--- src/rtl/johnson_seq_ctrl.sv ---
// rtl/johnson_seq_ctrl.sv - Johnson counter sequencing controller
// Runs a WIDTH-stage twisted-ring counter for a programmed number of rotations.
module johnson_seq_ctrl #(
  parameter int WIDTH  = 4,
  parameter int LOOP_W = 8
) (
  input  logic               clk,
  input  logic               reset,
  input  logic               start,
  input  logic               pause,
  input  logic               abort,
  input  logic [LOOP_W-1:0]  loops,
  output logic [WIDTH-1:0]   q,
  output logic [2*WIDTH-1:0] phase,
  output logic               busy,
  output logic               wrap,
  output logic               done,
  output logic               err
);

  typedef enum logic [1:0] {IDLE, RUN, HOLD, DONE} state_t;

  state_t            state, state_n;
  logic [LOOP_W-1:0] remaining, remaining_n;
  logic [WIDTH-1:0]  q_n, adv;
  logic              wrap_n, err_n, legal;

  // k-th code of the sequence: k low ones filling up, then zeros filling from the bottom
  function automatic logic [WIDTH-1:0] code(input int k);
    logic [WIDTH-1:0] c;
    c = '0;
    for (int i = 0; i < WIDTH; i++)
      c[i] = (k <= WIDTH) ? (i < k) : (i >= k - WIDTH);
    return c;
  endfunction

  always_comb begin
    phase = '0;
    for (int k = 0; k < 2*WIDTH; k++)
      if (q == code(k)) phase[k] = 1'b1;
  end

  assign legal = |phase;
  assign adv   = {q[WIDTH-2:0], ~q[WIDTH-1]};
  assign busy  = (state == RUN) || (state == HOLD);
  assign done  = (state == DONE);

  always_ff @(posedge clk) begin
    if (reset) begin
      state     <= IDLE;
      q         <= '0;
      remaining <= '0;
      wrap      <= 1'b0;
      err       <= 1'b0;
    end else begin
      state     <= state_n;
      q         <= q_n;
      remaining <= remaining_n;
      wrap      <= wrap_n;
      err       <= err_n;
    end
  end

  always_comb begin
    state_n     = state;
    q_n         = q;
    remaining_n = remaining;
    wrap_n      = 1'b0;
    err_n       = err;
    if (!legal) begin
      err_n   = 1'b1;
      q_n     = '0;
      state_n = IDLE;
    end else begin
      unique case (state)
        IDLE: begin
          if (start && !abort) begin
            state_n     = RUN;
            remaining_n = loops;
          end
        end
        RUN, HOLD: begin
          if (abort) begin
            state_n = IDLE;
            q_n     = '0;
          end else if (pause) begin
            state_n = HOLD;
          end else begin
            // Leaving HOLD advances on the same edge, so a pause of k cycles delays by k
            state_n = RUN;
            q_n     = adv;
            if (adv == '0) begin
              wrap_n = 1'b1;
              // remaining==0 means a free-running (loops==0) session
              if (remaining == LOOP_W'(1))
                state_n = DONE;
              else if (remaining != '0)
                remaining_n = remaining - LOOP_W'(1);
            end
          end
        end
        DONE: begin
          state_n = IDLE;
          q_n     = '0;
        end
        default: state_n = IDLE;
      endcase
    end
  end

endmodule

--- config.mk ---
export PLATFORM = sky130hd
export DESIGN_NAME = johnson_seq_ctrl
export DESIGN_NICKNAME = d
export VERILOG_FILES = /design/src/rtl/johnson_seq_ctrl.sv
export SDC_FILE = /design/constraint.sdc
export NUM_CORES = 1
export LEC_CHECK = 0
export ABC_AREA = 1
export CAP_MARGIN = 20
export CORE_MARGIN = 2
export CORE_UTILIZATION = 42
export CTS_CLUSTER_DIAMETER = 100
export CTS_CLUSTER_SIZE = 14
export DETAILED_ROUTE_END_ITERATION = 7
export PLACE_DENSITY = 0.78
export SYNTH_ARGS = -nofsm -noshare
export SYNTH_HDL_FRONTEND = slang
export SYNTH_SLANG_ARGS = --single-unit
--- constraint.sdc ---
create_clock -name clk -period 1.6 [get_ports clk]
set_input_delay 0.24 -clock clk [delete_from_list [all_inputs] [get_ports clk]]
set_output_delay 0.24 -clock clk [all_outputs]
set_load 0.01 [all_outputs]
==> impl_metrics.yaml, run 1 <==
finish:
  final_cell_area_mm2: 0.00162
  fin_util: 0.641
  syn2layout_area_growth_pct: 43.0
  fin_nets: 242
  final_layout_size_suffix_gt1_frac: 0.214
  antenna_cells: 0
synthesis:
  synth_compound_area_frac: 0.132
  synth_top_family_by_area: "simple AND/OR/NAND/NOR gates"
  synth_xor_area_frac: 0
  yosys.area_share.simple: 0.449
  netlist_area_mm2: 0.00113
  synth_seq_cells: 16
  syn-num-nets: 198
  syn_avg_cell_area_um2: 6.25
  yosys_warnings: 0
  syn_inst: 181
  yosys.area_share.adder: 0.0442
  synth.distinct_cells: 24
  yosysSeqAreaShare: 0.283
  yosys-mux-area-fraction: 0
sta:
  fin_crit_sh: 0.942
  drv_slew: 0
  setup_viol: 0
  hold_violations: 0
  fin_crit_ps: 1510
  hold_ws_ps: 494
  clock-skew-final_ps: 2.28
  fmax_ghz: 0.663
  finalSetupTns_ps: 0
  slew_headroom: 0.828
  tightest_slew_ps: 257
detailed_routing:
  drt_pass1_iterations: 4
  num_vias: 1250
  drc_errors: 0
  ant_nets: 0
  wirelength_um: 2700
  first_iter_violations: 34
  wire_per_inst_um: 10.6
  via_per_inst: 4.92
setup_path:
  r2r_cells: 8
  crit_path_end_kind: "flop"
  startpoint_type: "flop"
  r2r_start: "remaining[0]$_SDFFE_PP0P_"
  r2r_slack_ps: 90
  cp.arrival_ps: 1710
  startpoint: "remaining[0]$_SDFFE_PP0P_"
  path_class: "reg -> reg"
  crit-reg2reg-capture: "remaining[7]$_SDFFE_PP0P_"
  critPathRequiredTime_ps: 1800
  path_max_fanout: 9
cts:
  clock_path_buffers: 2
  numCtsBuffers: 3
  holdBufCountCts: 0
  path_clk_slew_ps: 90
  cts_max_level: 1
  clockRootBuffer: "clkbuf_4"
  insertion_delay_ps: 290
  clkSinkCount: 16
  cts_tree: "yes"
placed_design:
  gp_congestion: 0.882
  hpwl_um: 2040
  portBuffers: 28
  dpl_cell_area_mm2: 0.00153
floorplan:
  ios: 29
  initial_core_util: 0.448
  core_mm2: 0.00252
  placementRows: 18
  die_h_um: 55.9
  die-area_mm2: 0.00312
  die_w_um: 55.9
min_path:
  holdPathEnd: "err$_SDFFE_PP0P_"
  worstHoldStart: "err$_SDFFE_PP0P_"
  min_path_type: "reg -> reg"
  min_path_cells: 2
global_route:
  grt_start_max_net_pins: 11
  globalRouteOverflowTotal: 0
  grt_pass1_wl_um: 4390
  first_global_vias: 1037
  grt_antenna_before_repair: 0
  grtUsageTotal: 0.173
power:
  irDropWorstVdd_mv: 1.34
  power_leakage_uw: 0.000778
  power_density_mw_per_mm2: 1750
  totalPowerFinal_uw: 2830
run:
  drv_cap: 0
run_status:
  status: "complete, no violations"
==> critical path: stages, from the launching register on <==
cell and delay, ps:
dfxtp_1 390, inv_1 90, ha_1 250, o21ai_1 180
o21ai_2 90, nand2_4 120, nand2_4 100, nor2_2 150
nor2_2 50
==> cells in the final DEF (no fill, tap or decap), types with 2 or more instances in the layout <==
master / Yosys / layout
nand2_1: 42 / 41
nor2_1: 30 / 27
o21ai_0: 14 / 11
or2_2: 2 / 2
ha_1: 4 / 3
dfxtp_4: 0 / 2
buf_4: 0 / 12
clkinv_1: 2 / 2
dfxtp_2: 0 / 3
nand3b_1: 2 / 2
nand4_1: 3 / 3
clkbuf_4: 0 / 3
nand3_2: 2 / 2
nor2_2: 7 / 10
o21ai_1: 1 / 4
dlygate4sd2_1: 0 / 9
clkdlybuf4s50_1: 0 / 18
inv_1: 23 / 22
nand3_1: 10 / 10
nor2_4: 1 / 2
nand2_4: 2 / 2
a21oi_1: 10 / 9
nand2_2: 2 / 3
dfxtp_1: 16 / 11
==> metal layers <==
metal  track usage  wire length, µm  part of all wire
met4        0.0442               24            0.0089
met1         0.229             1320              0.49
met2         0.281             1250              0.46
met5             0                0                 0
met3        0.0419              108             0.040
==> logic make-up after synthesis <==
family,Yosys count
buffers and inverters,27
DFF,16
AOI/OAI and AO/OA,28
adders and majority gates,4
and+or+nand+nor,106
==> repair_timing <==
action / CTS / global route
setup endpoints to repair: 16 / 13
gates resized for setup: 18 / 12
endpoints found under the hold margin: 0 / 0
pin swaps: 0 / 4
setup buffers: 1 / 0
gates cloned: 0 / 1
==> stage by stage <==
stage	std cells	setup WS, ps
CTS	253	19.8
global placement	248	28.9
floorplan	181	42.5
finish	254	92.7
global route	254	-12.5
detailed placement	248	-14.2
==> registers in the layout (all words and copies together) (netlist names) <==
signal	cells
state	2
wrap	1
q	4
remaining	8
err	1
==> cell type report <==
cell class	instances	area [µm²]
Clock buffer	4	36.3
Fill cell	236	905
Inverter	25	93.8
Multi-Input combinational cell	139	759
Sequential cell	16	332
Tap cell	30	37.5
Timing Repair Buffer	40	359
==> power breakdown <==
| group | total (µW) | leakage, µW | switching (µW) | internal, µW |
|---|---|---|---|---|
| Clock | 272 | 0.0000210 | 133 | 139 |
| Sequential | 691 | 0.000134 | 145 | 545 |
| Combinational | 1870 | 0.000623 | 1080 | 787 |
==> worst max-delay path by stage <==
stage                                      to  slack [ps]  cells past startpoint
floorplan           remaining[0]$_SDFFE_PP0P_          40                     10
global placement    remaining[7]$_SDFFE_PP0P_          30                      9
detailed placement  remaining[7]$_SDFFE_PP0P_         -10                      9
CTS                 remaining[7]$_SDFFE_PP0P_          20                      8
global route        remaining[7]$_SDFFE_PP0P_         -10                      9
finish              remaining[7]$_SDFFE_PP0P_          90                      8
==> Yosys cell counts <==
cell type  number  area [µm²]
ha_1            4        50.1
nor3_1          1        5.00
nor2_4          1        11.3
dfxtp_1        16         320
nand3_2         2        20.0
nand2_4         2        22.5
inv_1          23        86.3
nor2_8          1        20.0
nand3_1        10        50.1
a21oi_1        10        50.1
nand4_1         3        18.8
nand3b_1        2        15.0
o21ai_2         2        17.5
o21ai_1         1        5.00
nor2_1         30         113
nand2_2         2        12.5
o22ai_1         1        6.26
o21ai_0        14        70.1
nand2_1        42         158
or2_2           2        12.5
buf_2           2        10.0
clkinv_1        2        7.51
nor2_2          7        43.8
nor4_1          1        6.26
No activity file was read; power rests on OpenSTA's default activity.
==> inputs of run 2 (changes only) <==
--- a/config.mk
+++ b/config.mk
@@ -8,11 +8,11 @@
 export ABC_AREA = 1
 export CAP_MARGIN = 20
 export CORE_MARGIN = 2
-export CORE_UTILIZATION = 42
+export CORE_UTILIZATION = 43
 export CTS_CLUSTER_DIAMETER = 100
 export CTS_CLUSTER_SIZE = 14
 export DETAILED_ROUTE_END_ITERATION = 7
-export PLACE_DENSITY = 0.78
+export PLACE_DENSITY = 0.79
 export SYNTH_ARGS = -nofsm -noshare
 export SYNTH_HDL_FRONTEND = slang
 export SYNTH_SLANG_ARGS = --single-unit
==> constraint.sdc (replaced) <==
create_clock -name clk -period 1.3 [get_ports clk]
set_input_delay 0.195 -clock clk [delete_from_list [all_inputs] [get_ports clk]]
set_output_delay 0.195 -clock clk [all_outputs]
set_load 0.01 [all_outputs]
==> run 2 against run 1 <==
  * Sequential power grew 35%
  * The run now ends with negative setup slack left
  * Die area down 2.2%
  * Highest routed layer unchanged
  * First-iteration DRC count rose to 2.7 times the previous value
  * Total power rose by 85%
  * Maximum frequency is 3.9% lower
  * Count of clock-buffer cells in the layout did not move
==> impl_metrics.yaml, run 2 (synthesis results as in run 1) <==
run_status:
  status: "complete, but fails checks"
  violations: "negative setup slack"
finish:
  final_layout_size_suffix_gt1_frac: 0.548
  reg_top3: "remaining: 8 flops, q: 4 flops, state: 2 flops"
  final_cell_area_mm2: 0.00211
  mostFrequentLayoutCell: "nand2_1"
  stdcell_count: 282
  syn2layout_area_growth_pct: 86.3
  antenna_cells: 0
  largest_reg_flops: 8
  layout_common_cells: "nand2_1 (29), buf_4 (28), nor2_1 (17), buf_6 (17), nor2_2 (13)"
  num-fill-cells: 145
  regMostFlops: "remaining"
  fin_nets: 270
floorplan:
  initial_core_util: 0.457
  die_w_um: 55.3
  die-area_mm2: 0.00306
  die_h_um: 55.3
  placementRows: 18
  ios: 29
  core_mm2: 0.00248
global_route:
  globalRouteOverflowTotal: 0
  grt_antenna_before_repair: 0
  grtUsageTotal: 0.261
  grt_pass1_wl_um: 6410
  grt_start_max_net_pins: 10
  first_global_vias: 1397
cts:
  cts_max_level: 1
  cts_tree: "yes"
  holdBufCountCts: 0
  path_clk_slew_ps: 120
  insertion_delay_ps: 330
  clkSinkCount: 16
  numCtsBuffers: 3
  clockRootBuffer: "clkbuf_4"
  clock_path_buffers: 2
setup_path:
  r2r_start: "state[0]$_SDFFE_PP0N_"
  startpoint: "state[0]$_SDFFE_PP0N_"
  crit_path_end: "q[3]$_SDFFE_PP0P_"
  critPathRequiredTime_ps: 1520
  path_common_cell: "o21ai_1"
  path_depth: 8
  path_cells: "inv_2 > ha_4 > buf_6 > nor2_2 > a21oi_4 > o21ai_1 > o21ai_1 > nor2_1"
  critical-path-top-delay-family: "compound AO/OA/AOI/OAI gates"
  slowest_delay_ps: 360
  worst-path-buf-inv: 2
  crit-reg2reg-capture: "q[3]$_SDFFE_PP0P_"
  crit_path_end_kind: "flop"
  path_class: "reg -> reg"
  crit_slowest_cell: "dfxtp_2"
  cp.arrival_ps: 1790
  path_max_fanout: 8
  r2r_slack_ps: -270
  r2r_cells: 8
  startpoint_type: "flop"
power:
  switchingPower_uw: 2590
  irDropWorstVdd_mv: 2.03
  p_sw_frac: 0.495
  internal_power_uw: 2640
  power_density_mw_per_mm2: 2480
  clkPwrFrac: 0.078
  pwr-share-comb: 0.744
  power_leakage_uw: 0.000999
  p_seq_frac: 0.179
detailed_routing:
  first_iter_violations: 92
  via_per_inst: 5.57
  drc_errors: 0
  drt_pass1_iterations: 4
  wirelength_um: 4880
  num_vias: 1571
  ant_nets: 0
  wire_per_inst_um: 17.3
sta:
  slew_headroom: 0.825
  fmax_ghz: 0.638
  rsz0062_at_grt: "yes"
  drv_slew: 0
  clock-skew-final_ps: 5.14
  setup_ws_ps: -268
  hold_violations: 0
  setup_viol: 25
  fin_crit_sh: 1.21
  hold_ws_ps: 427
  tightest_slew_ps: 262
  fin_crit_ps: 1570
placed_design:
  portBuffers: 28
  place_inst: 261
  dpl_cell_area_mm2: 0.00168
  gp_congestion: 0.873
  hpwl_um: 2470
min_path:
  worstHoldStart: "reset"
  min_path_type: "in -> reg"
run:
  drv_cap: 0
-- run 2: cell type report --
| class | instances | area, µm² | area share |
|---|---|---|---|
| inverter | 25 | 104 | 0.0493 |
| timing repair buffer | 67 | 606 | 0.287 |
| tap | 30 | 37.5 | 0.0178 |
| multi-input combinational | 140 | 983 | 0.467 |
| sequential | 16 | 340 | 0.162 |
| clock buffer | 4 | 36.3 | 0.0172 |
-- run 2: stage by stage --
stage / total power [µW] / setup WS (ps) / utilization / setup TNS (ps)
global route: 5460 / -303 / 0.851 / -5030
floorplan: 2400 / -85.4 / - / -467
CTS: 4230 / -141 / 0.762 / -1480
global placement: 3300 / -206 / 0.678 / -2620
finish: 5230 / -268 / 0.851 / -3760
detailed placement: 3390 / -260 / 0.678 / -3430
-- run 2: how the worst min path moves through the flow --
stage / depth (start not counted) / endpoint / slack, ps
global route: 2 / err$_SDFFE_PP0P_ / 450
global placement: 2 / err$_SDFFE_PP0P_ / 460
detailed placement: 2 / err$_SDFFE_PP0P_ / 460
finish: 2 / err$_SDFFE_PP0P_ / 430
floorplan: 1 / err$_SDFFE_PP0P_ / 270
CTS: 2 / err$_SDFFE_PP0P_ / 460
-- run 2: power by group through the flow --
stage	registers (µW)	clock network, µW	logic [µW]
floorplan	843	0	1560
global placement	817	0	2480
detailed placement	825	0	2560
CTS	873	360	3000
global route	949	415	4090
finish	936	406	3890
-- run 2: timing repair --
item                                    CTS  global route
endpoints found under the setup margin   31            27
cloned                                    2             0
pin swaps                                10            16
hold endpoints to repair                  0             0
gates resized for setup                  83            56
setup buffers                            10             5
-- run 2: layer usage --
| layer | part of all wire | global-route usage | vias to the layer above |
|---|---|---|---|
| met5 | 0 | 0 | - |
| met4 | 0.056 | 0.101 | 0 |
| met3 | 0.062 | 0.0304 | 27 |
| met2 | 0.50 | 0.469 | 75 |
| met1 | 0.38 | 0.314 | 741 |
| li1 | - | - | 728 |
